===== src/rtl/nec_ir_tx.sv =====
// NEC infrared transmitter: serialises a 32-bit command (leader, LSB-first data, stop burst)
// or a repeat code, with a 38 kHz carrier gated by the mark envelope.
module nec_ir_tx #(
    parameter int unsigned UNIT_CYCLES    = 14063,
    parameter int unsigned CARRIER_PERIOD = 658,
    parameter int unsigned CARRIER_HIGH   = 219,
    parameter int unsigned FRAME_UNITS    = 192
) (
    input  logic        clk25,
    input  logic        rst,
    input  logic [31:0] cmd,
    input  logic        valid,
    input  logic        repeat_req,
    output logic        ready,
    output logic        ir_envelope,
    output logic        ir_output
);

    localparam int unsigned CW = (CARRIER_PERIOD > 2) ? $clog2(CARRIER_PERIOD) : 1;

    localparam logic [13:0]   UNIT_LAST  = 14'(UNIT_CYCLES - 1);
    localparam logic [CW-1:0] CAR_LAST   = CW'(CARRIER_PERIOD - 1);
    localparam logic [CW-1:0] CAR_HIGH   = CW'(CARRIER_HIGH);
    localparam logic [7:0]    FRAME_LAST = 8'(FRAME_UNITS - 1);

    typedef enum logic [2:0] {
        IDLE,
        LEAD_MARK,
        LEAD_SPACE,
        BIT_MARK,
        BIT_SPACE,
        STOP_MARK,
        GAP
    } state_t;

    state_t        state, state_d;
    logic [31:0]   shreg, shreg_d;
    logic [4:0]    bit_idx, bit_idx_d;
    logic          rpt_mode, rpt_mode_d;
    logic          sent_flag, sent_flag_d;
    logic [13:0]   unit_ctr, unit_ctr_d;
    logic [4:0]    st_units, st_units_d;
    logic [7:0]    frame_units, frame_units_d;
    logic [CW-1:0] car_cnt, car_cnt_d;
    logic          env_q, env_d;
    logic          out_q, out_d;
    logic          tick;
    logic          cur_mark;

    always_ff @(posedge clk25 or posedge rst) begin
        if (rst) begin
            state       <= IDLE;
            shreg       <= '0;
            bit_idx     <= '0;
            rpt_mode    <= 1'b0;
            sent_flag   <= 1'b0;
            unit_ctr    <= '0;
            st_units    <= '0;
            frame_units <= '0;
            car_cnt     <= '0;
            env_q       <= 1'b0;
            out_q       <= 1'b0;
        end else begin
            state       <= state_d;
            shreg       <= shreg_d;
            bit_idx     <= bit_idx_d;
            rpt_mode    <= rpt_mode_d;
            sent_flag   <= sent_flag_d;
            unit_ctr    <= unit_ctr_d;
            st_units    <= st_units_d;
            frame_units <= frame_units_d;
            car_cnt     <= car_cnt_d;
            env_q       <= env_d;
            out_q       <= out_d;
        end
    end

    always_comb begin
        state_d       = state;
        shreg_d       = shreg;
        bit_idx_d     = bit_idx;
        rpt_mode_d    = rpt_mode;
        sent_flag_d   = sent_flag;
        unit_ctr_d    = '0;
        st_units_d    = '0;
        frame_units_d = '0;
        tick          = (unit_ctr == UNIT_LAST);

        // Unit timing only advances inside a frame; IDLE parks every counter at zero.
        if (state != IDLE) begin
            unit_ctr_d    = tick ? '0 : unit_ctr + 14'd1;
            st_units_d    = tick ? st_units + 5'd1 : st_units;
            frame_units_d = tick ? frame_units + 8'd1 : frame_units;
        end

        case (state)
            IDLE: begin
                if (valid) begin
                    shreg_d    = cmd;
                    bit_idx_d  = '0;
                    rpt_mode_d = 1'b0;
                    state_d    = LEAD_MARK;
                end else if (repeat_req && sent_flag) begin
                    bit_idx_d  = '0;
                    rpt_mode_d = 1'b1;
                    state_d    = LEAD_MARK;
                end
            end
            LEAD_MARK: begin
                if (tick && st_units == 5'd15) begin
                    st_units_d = '0;
                    state_d    = LEAD_SPACE;
                end
            end
            LEAD_SPACE: begin
                if (tick && st_units == (rpt_mode ? 5'd3 : 5'd7)) begin
                    st_units_d = '0;
                    state_d    = rpt_mode ? STOP_MARK : BIT_MARK;
                end
            end
            BIT_MARK: begin
                if (tick) begin
                    st_units_d = '0;
                    state_d    = BIT_SPACE;
                end
            end
            BIT_SPACE: begin
                if (tick && st_units == (shreg[0] ? 5'd2 : 5'd0)) begin
                    st_units_d = '0;
                    shreg_d    = {1'b0, shreg[31:1]};
                    bit_idx_d  = bit_idx + 5'd1;
                    state_d    = (bit_idx == 5'd31) ? STOP_MARK : BIT_MARK;
                end
            end
            STOP_MARK: begin
                if (tick) begin
                    st_units_d  = '0;
                    sent_flag_d = 1'b1;
                    state_d     = GAP;
                end
            end
            GAP: begin
                if (tick && frame_units == FRAME_LAST) begin
                    state_d = IDLE;
                end
            end
            default: state_d = IDLE;
        endcase
    end

    // Outputs are registered from the next state so the first mark cycle already sees carrier count 0.
    always_comb begin
        cur_mark = (state == LEAD_MARK) || (state == BIT_MARK) || (state == STOP_MARK);
        env_d    = (state_d == LEAD_MARK) || (state_d == BIT_MARK) || (state_d == STOP_MARK);
        if (env_d && !cur_mark) begin
            car_cnt_d = '0;
        end else if (car_cnt == CAR_LAST) begin
            car_cnt_d = '0;
        end else begin
            car_cnt_d = car_cnt + CW'(1);
        end
        out_d = env_d && (car_cnt_d < CAR_HIGH);
    end

    assign ready       = (state == IDLE);
    assign ir_envelope = env_q;
    assign ir_output   = out_q;

endmodule


===== config.mk =====
export PLATFORM = sky130hd
export DESIGN_NAME = nec_ir_tx
export DESIGN_NICKNAME = d
export VERILOG_FILES = /design/src/rtl/nec_ir_tx.sv
export SDC_FILE = /design/constraint.sdc
export NUM_CORES = 1
export LEC_CHECK = 0
export BUFFER_PORTS_ARGS = -buffer_cell sky130_fd_sc_hd__clkbuf_2
export CORE_MARGIN = 1
export CORE_UTILIZATION = 59
export DETAILED_ROUTE_END_ITERATION = 12
export PLACE_DENSITY = 0.79
export RECOVER_POWER = 25
export SLEW_MARGIN = 20
export SYNTH_ARGS = -nofsm -noshare
export SYNTH_HDL_FRONTEND = slang
export SYNTH_SLANG_ARGS = --single-unit

===== constraint.sdc =====
create_clock -name clk25 -period 3.27 [get_ports clk25]
set_input_delay 0.327 -clock clk25 [delete_from_list [all_inputs] [get_ports clk25]]
set_output_delay 0.327 -clock clk25 [all_outputs]
set_load 0.05 [all_outputs]

**Word-level counts from Yosys, hierarchy flattened**

Index checks and enable logic that the tools add are counted.

- Multiplexer cells: 35
- Eq/ne operators: 20
- $add $sub $neg: 5
- Magnitude comparators: 1
- Reduce and logical (&&, ||, !) cells: 21

Operator list:

| kind | number |
|---|---|
| two-way mux 32 bit | 2 |
| case mux 32 bit (2 select lines) | 1 |
| two-way mux 5 bit | 9 |
| two-way mux 3 bit | 11 |
| two-way mux 14 bit | 2 |
| case mux 3 bit (7 select lines) | 1 |
| two-way mux 10 bit | 2 |
| case mux 5 bit (4 select lines) | 1 |
| two-way mux 8 bit | 2 |
| adder 14 x 1 -> 14 bit, second input constant | 1 |
| == test 14 bit, second input constant | 1 |
| == test 3 bit, second input constant | 4 |
| adder 10 x 1 -> 10 bit, second input constant | 1 |
| adder 5 x 1 -> 5 bit, second input constant | 2 |
| == test 10 bit, second input constant | 1 |
| less-than comparator 10 x 8 -> 1 bit, second input constant | 1 |
| case mux 5 bit (2 select lines) | 1 |
| == test 3 x 2 -> 1 bit, second input constant | 3 |
| adder 8 x 1 -> 8 bit, second input constant | 1 |
| == test 8 bit, second input constant | 1 |
| logical AND 1 bit | 7 |
| == test 3 x 1 -> 1 bit, second input constant | 2 |
| != test 2 bit, second input constant | 3 |
| AND reduction 3 bit | 2 |
| 14 further kinds | 20 |

- Input bits: 36
- Bits in registers: 81
- Output and inout bits: 3
- Logic and storage cells: 93

**Longest topological paths before layout**

Gate-level depths: netlist of run 1.

- Word-level depth: 12
- Gate-level depth with buffers: 8
- Mapped depth without buffers: 7

**Worst setup path before layout of run 1**

Ideal clock, no wire load.

- Kind: reg-to-reg
- From: reg unit_ctr[0]
- To: reg frame_units[5]
- Path buffers: 1
- Library setup time: 0.156 ns
- Arrival: 1.883 ns
- Cell stages (with the launch flop): 9
- Path slack: 1.231 ns
- Required time: 3.114 ns
- Clock period less this slack: 2.039 ns
- Cell sequence: dfrtp_1 inv_1 ha_1 nand4b_1 or4_1 buf_2 or3_1 xor2_1 nor2_1

- Cells in the longest elaborated chain, start to end: 2

RTL lines:

| what | RTL line | text |
|---|---|---|
| from (decl) | 41 | `logic [13:0] unit_ctr, unit_ctr_d;` |
| from (signal assigned) | 69 | `unit_ctr <= unit_ctr_d;` |
| == test 14 bit | 87 | `tick = (unit_ctr == UNIT_LAST);` |
| != test 2 bit (no source line) | -- |  |
| to (signal assigned) | 71 | `frame_units <= frame_units_d;` |
| to (decl) | 43 | `logic [7:0] frame_units, frame_units_d;` |

No other way between the ends.
A chain may end at the register's enable or synchronous reset.

**Final worst setup path of run 1**

- From: reg unit_ctr[0]
- To: reg car_cnt[2]

- Cells in the longest elaborated chain, start to end: 9
- Elaborated cells on any way between the ends: 19
- Those cells by class: 4 x eq/ne; 8 x mux; 7 x reduce/logical

RTL lines:

| what | RTL line | text |
|---|---|---|
| == test 14 bit * | 87 |  |
| logical AND 1 bit, on equally long branches | -- |  |
| two-way mux 3 bit, on equally long branches | -- |  |
| case mux 3 bit (7 select lines) * | 96 | `case (state)` |
| == test 3 x 1 -> 1 bit or == test 3 x 2 -> 1 bit (tied branches) | 154 | `env_d = (state_d == LEAD_MARK) \|\| (state_d == BIT_MARK) \|\| (state_d == STOP_MARK);` |
| logical OR 1 bit | 154 |  |
| logical OR 1 bit * | 154 |  |
| logical AND 1 bit * | 155 | `if (env_d && !cur_mark) begin` |
| two-way mux 10 bit * | 155 |  |
| via car_cnt_d[2] | 44 | `logic [CW-1:0] car_cnt, car_cnt_d;` |
| to (signal assigned) | 72 | `car_cnt <= car_cnt_d;` |
| to (decl) | 44 |  |

The timed path passes the listed nets; every way through them passes the cells marked *.

==> run_results.csv, run 1 <==
group,metric,value,unit
drt,drt_pass1_iterations,4,
yosys,syn_inst,424,
timing,timing.final.hold_violations,0,
clock_tree,cts-root-buf,"clkbuf_8",
timing,fin_ws,0.813,ns
finish,area_growth,11.8,%
power,power.density,383,nW/um^2
timing,rsz0062_at_grt,"no",
finish,mostFrequentLayoutCells,"dfrtp_1, nand2_1, o21ai_0",
yosys,netlist-cell-type-count,52,
setup_path,r2r_slack,0.81,ns
yosys,ys_ff_latch,81,
clock_tree,clock-sinks,81,
die,fp.dieH,85.8,microns
drt,post_drt_wl_per_cell,14.3,microns
timing,relSlewSlack,13.7,%
drt,viasPerCell,5.53,
finish,final_common_cell,"dfrtp_1",
clock_tree,cts_tree,"built",
die,io_pins,39,
run,drv_cap,0,
setup_path,critPathKind,"flop to flop",
yosys,avgSynthCellArea,9.78,sq um
yosys,synth_fp_nets,469,
timing,finalSetupTns,0,ns
die,start_util,61.0,%
power,peakVddDrop,263,uV
drt,drtIter0Drc,191,
die,fp.dieW,85.8,microns
timing,tightest_slew,1.29,ns
drt,post-route-drc-count,0,
global_routing,grt_antenna_before_repair,0,
setup_path,cp.arrival,2.66,ns
die,core_area,6790,sq um
yosys,synth-async-reset-ratio,100,%
yosys,synth-edff-count,0,
power,cellLeakagePower,2.08,nW
placement,numPortBuffers,38,
placement,hpwl,5570,microns
yosys,ys.flop_type,"dfrtp_1",
clock_tree,clockBufferDepth,2,
drt,num_vias,3097,
yosys,ys_seq_area_share,48.9,%
global_routing,grt_usage,23.4,%
yosys,synth_area,4150,sq um
finish,layout.nets,504,
drt,routed_wl,8020,microns
status,outcome,"finished, final reports clean",
hold_path,hp-class,"input port to flop",
placement,globalplace.congestion,0.838,
drt,antenna_left,0,
die,die_area,7370,sq um
timing,final-setup-viol-count,0,
power,finalPower,1.77,mW
yosys,yosys_warnings,0,
setup_path,required,3.48,ns
clock_tree,cts_buffers,9,
global_routing,grt_pass1_vias,2914,
global_routing,grt_pass1_wl,13400,microns
die,rows,30,
timing,max_freq,407,MHz
finish,nFillCells,547,
placement,place_ws,0.819,ns
clock_tree,clk_pin_slew,0.08,ns
timing,period_share,75.1,%
timing,drv_slew,0,
global_routing,grt_max_degree,64,
global_routing,gr-total-overflow,0,
setup_path,startpoint_type,"flop",
timing,finalCriticalPeriod,2.46,ns
setup_path,path_max_fanout,9,
timing,fin_skew,0.00780,ns
clock_tree,clock_latency,0.35,ns
setup_path,cp-end-kind,"flop",
finish,diodes,0,
clock_tree,cts_max_level,3,
finish,final_layout_size_suffix_gt1_share,15.5,%
[what timing repair did]
| item | in CTS | in global routing |
|---|---|---|
| hold buffers | 1 | 0 |
| endpoints found under the setup margin | 0 | 0 |
| gates resized for setup | 0 | 0 |
| endpoints found under the hold margin | 27 | 0 |
| setup buffers | 0 | 0 |
[registers in the layout, summed over array words and instances (netlist names)]
register and count:
ir_envelope 1, ir_output 1, unit_ctr 14, shreg 32, bit_idx 5, car_cnt 10
st_units 5, rpt_mode 1, sent_flag 1, frame_units 8, state 3
[critical path: stages, from the launching register on]
cell and delay [ns]:
dfrtp_1 0.42, inv_1 0.07, ha_1 0.14, nand4b_1 0.19, nor4_4 0.56, a21oi_1 0.19, o211ai_1 0.63, nor2_1 0.12
[layout make-up]
| type | instances | area [sq um] | share of cell area, % |
|---|---|---|---|
| multi-input cells | 312 | 2010 | 43.3 |
| flip-flops and latches | 81 | 2030 | 43.7 |
| repair buffers | 46 | 250 | 5.40 |
| inverters | 9 | 35.0 | 0.756 |
| clock inverters | 6 | 67.6 | 1.46 |
| well taps | 96 | 120 | 2.59 |
| clock buffers | 10 | 128 | 2.75 |
[final timing paths]
path / from / end / cells past startpoint
worst min-delay path: cmd[31] / shreg[31] / 2
worst max-delay path: unit_ctr[0] / car_cnt[2] / 7
max in group asynchronous: rst / frame_units[5] / 4
worst min register to register: shreg[11] / shreg[11] / 2
worst max register to register: unit_ctr[0] / car_cnt[2] / 7
min in group asynchronous: rst / shreg[27] / 3
[routing by layer]
layer,routed length (microns),up-vias,global-route usage (%),share of wire [%]
met1,3780,1506,32.1,47
li1,-,1541,-,-
met2,3880,37,36.7,48
met4,133,0,10.9,1.7
met5,0,-,0,0
met3,230,13,3.75,2.9
[cells in the mapped netlist, types with 2 or more instances]
library cell,instances,area (sq um)
a211oi_1,2,15.0
a21o_1,2,15.0
a21oi_1,7,35.0
a22o_1,3,26.3
a31oi_1,7,43.8
and2_1,2,12.5
and3_1,4,25.0
and4_1,2,17.5
buf_1,2,7.51
buf_2,4,20.0
buf_4,2,15.0
clkbuf_1,14,52.6
dfrtp_1,81,2030
ha_1,9,113
inv_1,9,33.8
mux2i_1,33,330
nand2_1,55,206
nand2b_1,4,25.0
nand3_1,16,80.1
nand4_1,8,50.1
nor2_1,38,143
nor2b_1,4,25.0
nor3_1,9,45.0
nor3b_1,2,15.0
nor4b_1,2,17.5
o21ai_0,40,200
o21bai_1,2,15.0
or3_1,7,43.8
or3b_2,2,17.5
or4_1,2,15.0
xnor2_1,11,96.3
xor2_1,19,166
[cells by family (layout without fill, tap and decap cells)]
| group | Yosys count | count (layout) | synth area share, % |
|---|---|---|---|
| AND/OR/NAND/NOR | 165 | 165 | 19.9 |
| flip-flops | 81 | 81 | 48.9 |
| AO/OA/AOI/OAI | 74 | 74 | 10.9 |
| multiplexers | 34 | 34 | 8.24 |
| buffers and inverters | 31 | 71 | 3.11 |
| XOR/XNOR | 30 | 30 | 6.33 |
| adder cells (fa/ha/maj) | 9 | 9 | 2.71 |
[through the flow]
stage	instances	utilization, %	instance area, sq um	hold slack [ns]
final	560	68.2	4640	0.202
after global routing	560	68.2	4640	0.217
after CTS	560	68.3	4640	0.192
after detailed placement	543	65.2	4430	0.356
after global placement	543	65.2	4430	0.352
after floorplan	424	-	4150	0.438
[report_power, final]
| group | internal (mW) | switching [mW] |
|---|---|---|
| Sequential | 1.00 | 0 |
| Combinational | 0.0236 | 0.0295 |
| Clock | 0.355 | 0.365 |
Note: power is estimated with default switching activity, not from simulation.
==> inputs of run 2 (changes only) <==
--- a/config.mk
+++ b/config.mk
@@ -5,11 +5,12 @@
 export SDC_FILE = /design/constraint.sdc
 export NUM_CORES = 1
 export LEC_CHECK = 0
+export ABC_AREA = 1
 export BUFFER_PORTS_ARGS = -buffer_cell sky130_fd_sc_hd__clkbuf_2
 export CORE_MARGIN = 1
-export CORE_UTILIZATION = 59
+export CORE_UTILIZATION = 54
 export DETAILED_ROUTE_END_ITERATION = 12
-export PLACE_DENSITY = 0.79
+export PLACE_DENSITY = 0.76
 export RECOVER_POWER = 25
 export SLEW_MARGIN = 20
 export SYNTH_ARGS = -nofsm -noshare
==> constraint.sdc (replaced) <==
create_clock -name clk25 -period 2.2 [get_ports clk25]
set_input_delay 0.22 -clock clk25 [delete_from_list [all_inputs] [get_ports clk25]]
set_output_delay 0.22 -clock clk25 [all_outputs]
set_load 0.05 [all_outputs]
==> run_results.csv, run 2 <==
group,metric,value,unit
power,peakVddDrop,418,uV
timing,timing.hold.ws,0.0773,ns
clock_tree,clock-sinks,81,
placement,numPortBuffers,38,
timing,drv_slew,0,
finish,layout.nets,607,
clock_tree,cts_tree,"built",
drt,wl_met3,419,microns
clock_tree,cts_max_level,3,
setup_path,startpoint_type,"flop",
yosys,synth_area,4290,sq um
yosys,synth_area_leaders,"dfrtp_1, inv_1, nand2_1",
yosys,syn_inst,515,
setup_path,required,2.45,ns
timing,rsz0062_at_grt,"no",
status,outcome,"finished, final reports clean",
yosys,synth-edff-count,0,
power,cellLeakagePower,2.26,nW
die,die_area,8300,sq um
setup_path,critPathKind,"flop to flop",
drt,viasPerCell,5.36,
global_routing,grt_max_degree,66,
yosys,ys_ff_latch,81,
setup_path,slowest_stage,"dfrtp_1",
yosys,synth_fp_nets,560,
yosys,synth-async-reset-ratio,100,%
yosys,synth_commonest_cells,"inv_1, nand2_1, dfrtp_1",
timing,fin_skew,0.0130,ns
drt,post_drt_wl_per_cell,13.0,microns
setup_path,crit_family,"simple AND/OR/NAND/NOR gates",
setup_path,path_buf_inv,1,
die,io_pins,39,
setup_path,cp-end-kind,"flop",
yosys,synth_most_common_cell,"inv_1",
drt,antenna_left,0,
drt,met2_length,4260,microns
run,drv_cap,0,
setup_path,path_max_fanout,5,
clock_tree,clk_pin_slew,0.08,ns
setup_path,cp_slowest_stage_delay,0.38,ns
power,power.density,582,nW/um^2
global_routing,grt_pass1_vias,3457,
finish,diodes,0,
drt,num_vias,3584,
global_routing,grt_usage,22.8,%
die,start_util,55.7,%
finish,nFillCells,662,
finish,regMostFlops,"shreg",
timing,period_share,92.8,%
timing,finalCriticalPeriod,2.04,ns
die,core_area,7690,sq um
finish,final_layout_size_suffix_gt1_share,17.3,%
yosys,ys_seq_area_share,47.3,%
finish,largest_reg_flops,32,
timing,timing.final.hold_violations,0,
clock_tree,cts_buffers,9,
drt,routed_wl,8710,microns
yosys,yosysTopAreaCell,"dfrtp_1",
yosys,synth.top_cell.area_share,47.3,%
finish,area_growth,14.9,%
drt,drt_pass1_iterations,5,
finish,final_common_cell,"inv_1",
global_routing,gr-total-overflow,0,
setup_path,crit_path_cell_trace,"ha_1 -> inv_1 -> nor3_1 -> ha_1 -> nand3_1 -> nand2_1 -> nand3_2 -> o21bai_4 -> nand3_1 -> nor2_2 -> a21oi_2",
clock_tree,clock_latency,0.36,ns
finish,largestRegisters,"shreg x32, unit_ctr x14, car_cnt x10",
drt,wl_met1,3900,microns
yosys,avgSynthCellArea,8.32,sq um
finish,mostFrequentLayoutCells,"inv_1, nand2_1, dfrtp_1",
timing,relSlewSlack,41.2,%
placement,dp_cells,649,
finish,stdcell_count,669,
die,rows,32,
timing,final-setup-viol-count,0,
timing,max_freq,490,MHz
timing,tightest_slew,0.882,ns
hold_path,hp-class,"input port to flop",
placement,globalplace.congestion,0.882,
placement,hpwl,6210,microns
clock_tree,clockBufferDepth,2,
drt,drtIter0Drc,183,
yosys,ys.flop_type,"dfrtp_1",
setup_path,cp.arrival,2.29,ns
yosys,yosys_warnings,0,
die,fp.dieW,91.1,microns
die,fp.dieH,91.1,microns
clock_tree,cts-root-buf,"clkbuf_8",
global_routing,grt_pass1_wl,15100,microns
timing,finalSetupTns,0,ns
global_routing,grt_antenna_before_repair,0,
drt,post-route-drc-count,0,
yosys,netlist-cell-type-count,42,
drt,top_layer_used,"met4",
[run 2: final cells by class]
| cell class | count | area [sq um] | share of cell area (%) |
|---|---|---|---|
| inverters | 93 | 350 | 7.12 |
| multi-input cells | 327 | 1870 | 38.0 |
| clock inverters | 5 | 103 | 2.08 |
| clock buffers | 11 | 141 | 2.87 |
| flip-flops and latches | 81 | 2030 | 41.2 |
| repair buffers | 50 | 305 | 6.20 |
| well taps | 102 | 128 | 2.59 |
[run 2: final timing paths]
kind	slack [ns]	cells past startpoint	to	start
worst max-delay path	0.16	11	ir_output	st_units[0]
worst min-delay path	0.08	3	shreg[31]	cmd[31]
worst max register to register	0.16	11	ir_output	st_units[0]
worst min register to register	0.47	1	sent_flag	sent_flag
max in group asynchronous	0.49	4	car_cnt[6]	rst
min in group asynchronous	0.46	3	shreg[24]	rst
[run 2: cell families after synthesis]
kind of cell / synth area share [%]
flops: 47.3
simple gates: 22.1
buf+inv: 9.61
compound gates: 16.5
fa+ha+maj: 2.63
xor+xnor: 1.64
mux: 0.234
[run 2: power breakdown]
part	leakage [nW]	switching [mW]	internal (mW)
Sequential	1.06	0.00107	1.49
Combinational	1.09	0.0407	0.0259
Clock	0.120	0.524	0.783
[run 2: metal layers]
layer  global-route usage [%]  vias up
met5                        0        -
met3                     5.70       14
met2                     37.9       99
met4                     8.33        0
li1                         -     1781
met1                     28.9     1690
[run 2: what timing repair did]
action                                  in CTS  in global routing
buffers inserted                             0                  3
gates resized for setup                      0                  4
endpoints found under the setup margin       0                  3
hold buffers                                 1                  0
endpoints found under the hold margin       15                  0
[run 2: worst register-to-register path: cells and delay by family (launching register included)]
kind	cells	cell delay, ns
buffers and inverters	1	0.06
AND/OR/NAND/NOR	6	0.83
flip-flops	1	0.38
AO/OA/AOI/OAI	2	0.28
adder cells (fa/ha/maj)	2	0.38
[run 2: through the flow]
stage / total power, mW / setup WS (ns) / utilization [%] / area (sq um)
2_1_floorplan: 1.55 / 0.447 / - / 4290
3_3_place_gp: 1.59 / 0.259 / 60.4 / 4650
3_5_place_dp: 1.59 / 0.146 / 60.4 / 4650
4_1_cts: 2.90 / 0.120 / 63.8 / 4900
5_1_grt: 2.96 / 0.000630 / 64.0 / 4920
6_report: 2.86 / 0.159 / 64.0 / 4920
==> inputs of run 3 (changes only) <==
--- a/config.mk
+++ b/config.mk
@@ -7,11 +7,13 @@
 export LEC_CHECK = 0
 export ABC_AREA = 1
 export BUFFER_PORTS_ARGS = -buffer_cell sky130_fd_sc_hd__clkbuf_2
+export CAP_MARGIN = 10
 export CORE_MARGIN = 1
-export CORE_UTILIZATION = 54
+export CORE_UTILIZATION = 60
 export DETAILED_ROUTE_END_ITERATION = 12
-export PLACE_DENSITY = 0.76
+export PLACE_DENSITY = 0.8
 export RECOVER_POWER = 25
+export REMOVE_ABC_BUFFERS = 1
 export SLEW_MARGIN = 20
 export SYNTH_ARGS = -nofsm -noshare
 export SYNTH_HDL_FRONTEND = slang
==> constraint.sdc (replaced) <==
create_clock -name clk25 -period 2.6 [get_ports clk25]
set_input_delay 0.26 -clock clk25 [delete_from_list [all_inputs] [get_ports clk25]]
set_output_delay 0.26 -clock clk25 [all_outputs]
set_load 0.05 [all_outputs]
==> run_results.csv, run 3 (same netlist as run 2, synthesis figures left out) <==
group,metric,value,unit
status,outcome,"finished with violations",
status,violations,"capacitance limit, slew limit",
timing,fin_skew,0.0107,ns
placement,numPortBuffers,38,
power,switchingPower,0.497,mW
setup_path,cp-end-kind,"flop",
clock_tree,cts-root-buf,"clkbuf_8",
finish,diodes,0,
timing,relSlewSlack,-45.1,%
timing,drv_slew,50,
power,sw_frac_of_total,19.9,%
clock_tree,cts_hold_buf,0,
run,drv_cap,1,
drt,routed_wl,9180,microns
timing,final-setup-viol-count,0,
finish,multiInputGateArea,1850,sq um
placement,globalplace.congestion,0.928,
timing,max_freq,476,MHz
die,io_pins,39,
timing,fin_ws,0.498,ns
die,start_util,62.7,%
clock_tree,cts_tree,"built",
clock_tree,post_cts_buffers,0,
timing,tightest_slew,2.16,ns
placement,hpwl,6380,microns
finish,nFillCells,543,
drt,antenna_left,0,
die,die_area,7480,sq um
setup_path,cp.arrival,2.34,ns
power,finalPower,2.50,mW
finish,regMostFlops,"shreg",
clock_tree,cts_max_level,3,
clock_tree,clk_pin_slew,0.08,ns
die,fp.dieH,86.5,microns
setup_path,critPathKind,"flop to flop",
power,internal-power,2.00,mW
drt,num_vias,3625,
power,power_frac_seq,50.5,%
hold_path,hp-class,"input port to flop",
drt,drtIter0Drc,179,
global_routing,grt_usage,27.0,%
setup_path,required,2.84,ns
global_routing,gr-total-overflow,0,
finish,largest_reg_flops,32,
drt,drt_pass1_iterations,5,
timing,finalSetupTns,0,ns
clock_tree,cts_buffers,9,
timing,rsz0062_at_grt,"no",
global_routing,grt_antenna_before_repair,0,
setup_path,startpoint_type,"flop",
clock_tree,clock_latency,0.36,ns
finish,largestRegisters,"shreg x32, unit_ctr x14, car_cnt x10",
global_routing,grt_pass1_vias,3581,
power,p_clk_share,47.2,%
finish,seqCellArea,2030,sq um
clock_tree,clockBufferDepth,2,
power,combinationalPowerShare,2.2,%
hold_path,hold_depth,3,
setup_path,path_max_fanout,6,
finish,final_layout_size_suffix_gt1_share,16.2,%
power,peakVddDrop,384,uV
timing,timing.final.hold_violations,0,
timing,period_share,80.8,%
global_routing,grt_pass1_wl,15400,microns
finish,layout.nets,602,
power,power.density,513,nW/um^2
finish,final_common_cell,"inv_1",
drt,post-route-drc-count,0,
die,fp.dieW,86.5,microns
drt,viasPerCell,5.51,
die,core_area,6830,sq um
placement,place_ws,0.541,ns
finish,area_growth,13.5,%
finish,mostFrequentLayoutCells,"inv_1, nand2_1, dfrtp_1",
drt,post_drt_wl_per_cell,13.9,microns
timing,finalCriticalPeriod,2.10,ns
clock_tree,ctsResizeCount,0,
global_routing,grt_max_degree,64,
timing,timing.hold.ws,0.113,ns
setup_path,reg2reg_depth,13,
die,rows,30,
power,cellLeakagePower,2.24,nW
clock_tree,clock-sinks,81,
[run 3: changes by cell type in the layout (fill, tap and decap cells not counted)]
cell and delta:
nor3_2 -1, dlygate4sd3_1 -1, clkinv_2 -1, o21bai_2 +1, clkbuf_2 -2, o21bai_4 -1
nor2_1 +1, nand2_1 +1, nor3_1 +1, clkbuf_8 +2, buf_12 -1, buf_4 -2
nand2_2 -1, nor2_2 -1
[run 3: area by class of cell]
type | count | share of cell area, %
clock buffers | 12 | 3.39
clock inverters | 4 | 2.01
inverters | 93 | 7.20
multi-input cells | 327 | 38.1
flip-flops and latches | 81 | 41.7
well taps | 96 | 2.47
repair buffers | 45 | 5.22
[run 3: critical path, stage by stage, from the launching register on]
cell and delay [ns]:
dfrtp_1 0.42, inv_1 0.07, ha_1 0.17, nand2_1 0.06, inv_1 0.09, nand2_1 0.07
nor2_1 0.12, nand2_2 0.15, o21ai_2 0.11, nand3_2 0.14, o21bai_2 0.24, nand3_1 0.13
nor2_1 0.14, a21oi_2 0.07
[run 3: per-layer routing]
layer	vias to the layer above	global-route usage, %	wire, microns
met5	-	0	0
met4	0	11.5	195
met3	20	4.48	449
met2	106	47.5	4620
met1	1720	32.9	3910
li1	1779	-	-
[run 3: per-stage QoR]
step	utilization, %	area, sq um	cells
after floorplan	-	4220	501
after global placement	67.4	4600	642
after detailed placement	67.4	4600	642
after CTS	71.2	4870	658
after global routing	71.2	4870	658
final	71.2	4870	658
[run 3: power by group through the flow]
stage	Clock, mW	Sequential (mW)	Combinational [mW]
5_1_grt	1.24	1.26	0.0649
3_5_place_dp	0	1.29	0.0582
2_1_floorplan	0	1.29	0.0213
3_3_place_gp	0	1.29	0.0578
6_report	1.18	1.26	0.0558
4_1_cts	1.19	1.26	0.0584
[run 3: path summary, 6_finish.rpt]
path	start	to	slack (ns)
max in group asynchronous	rst	st_units[3]	1.09
max	unit_ctr[0]	ir_output	0.50
min	cmd[31]	shreg[31]	0.11
min reg2reg	sent_flag	sent_flag	0.48
max reg2reg	unit_ctr[0]	ir_output	0.50
min in group asynchronous	rst	shreg[14]	0.44
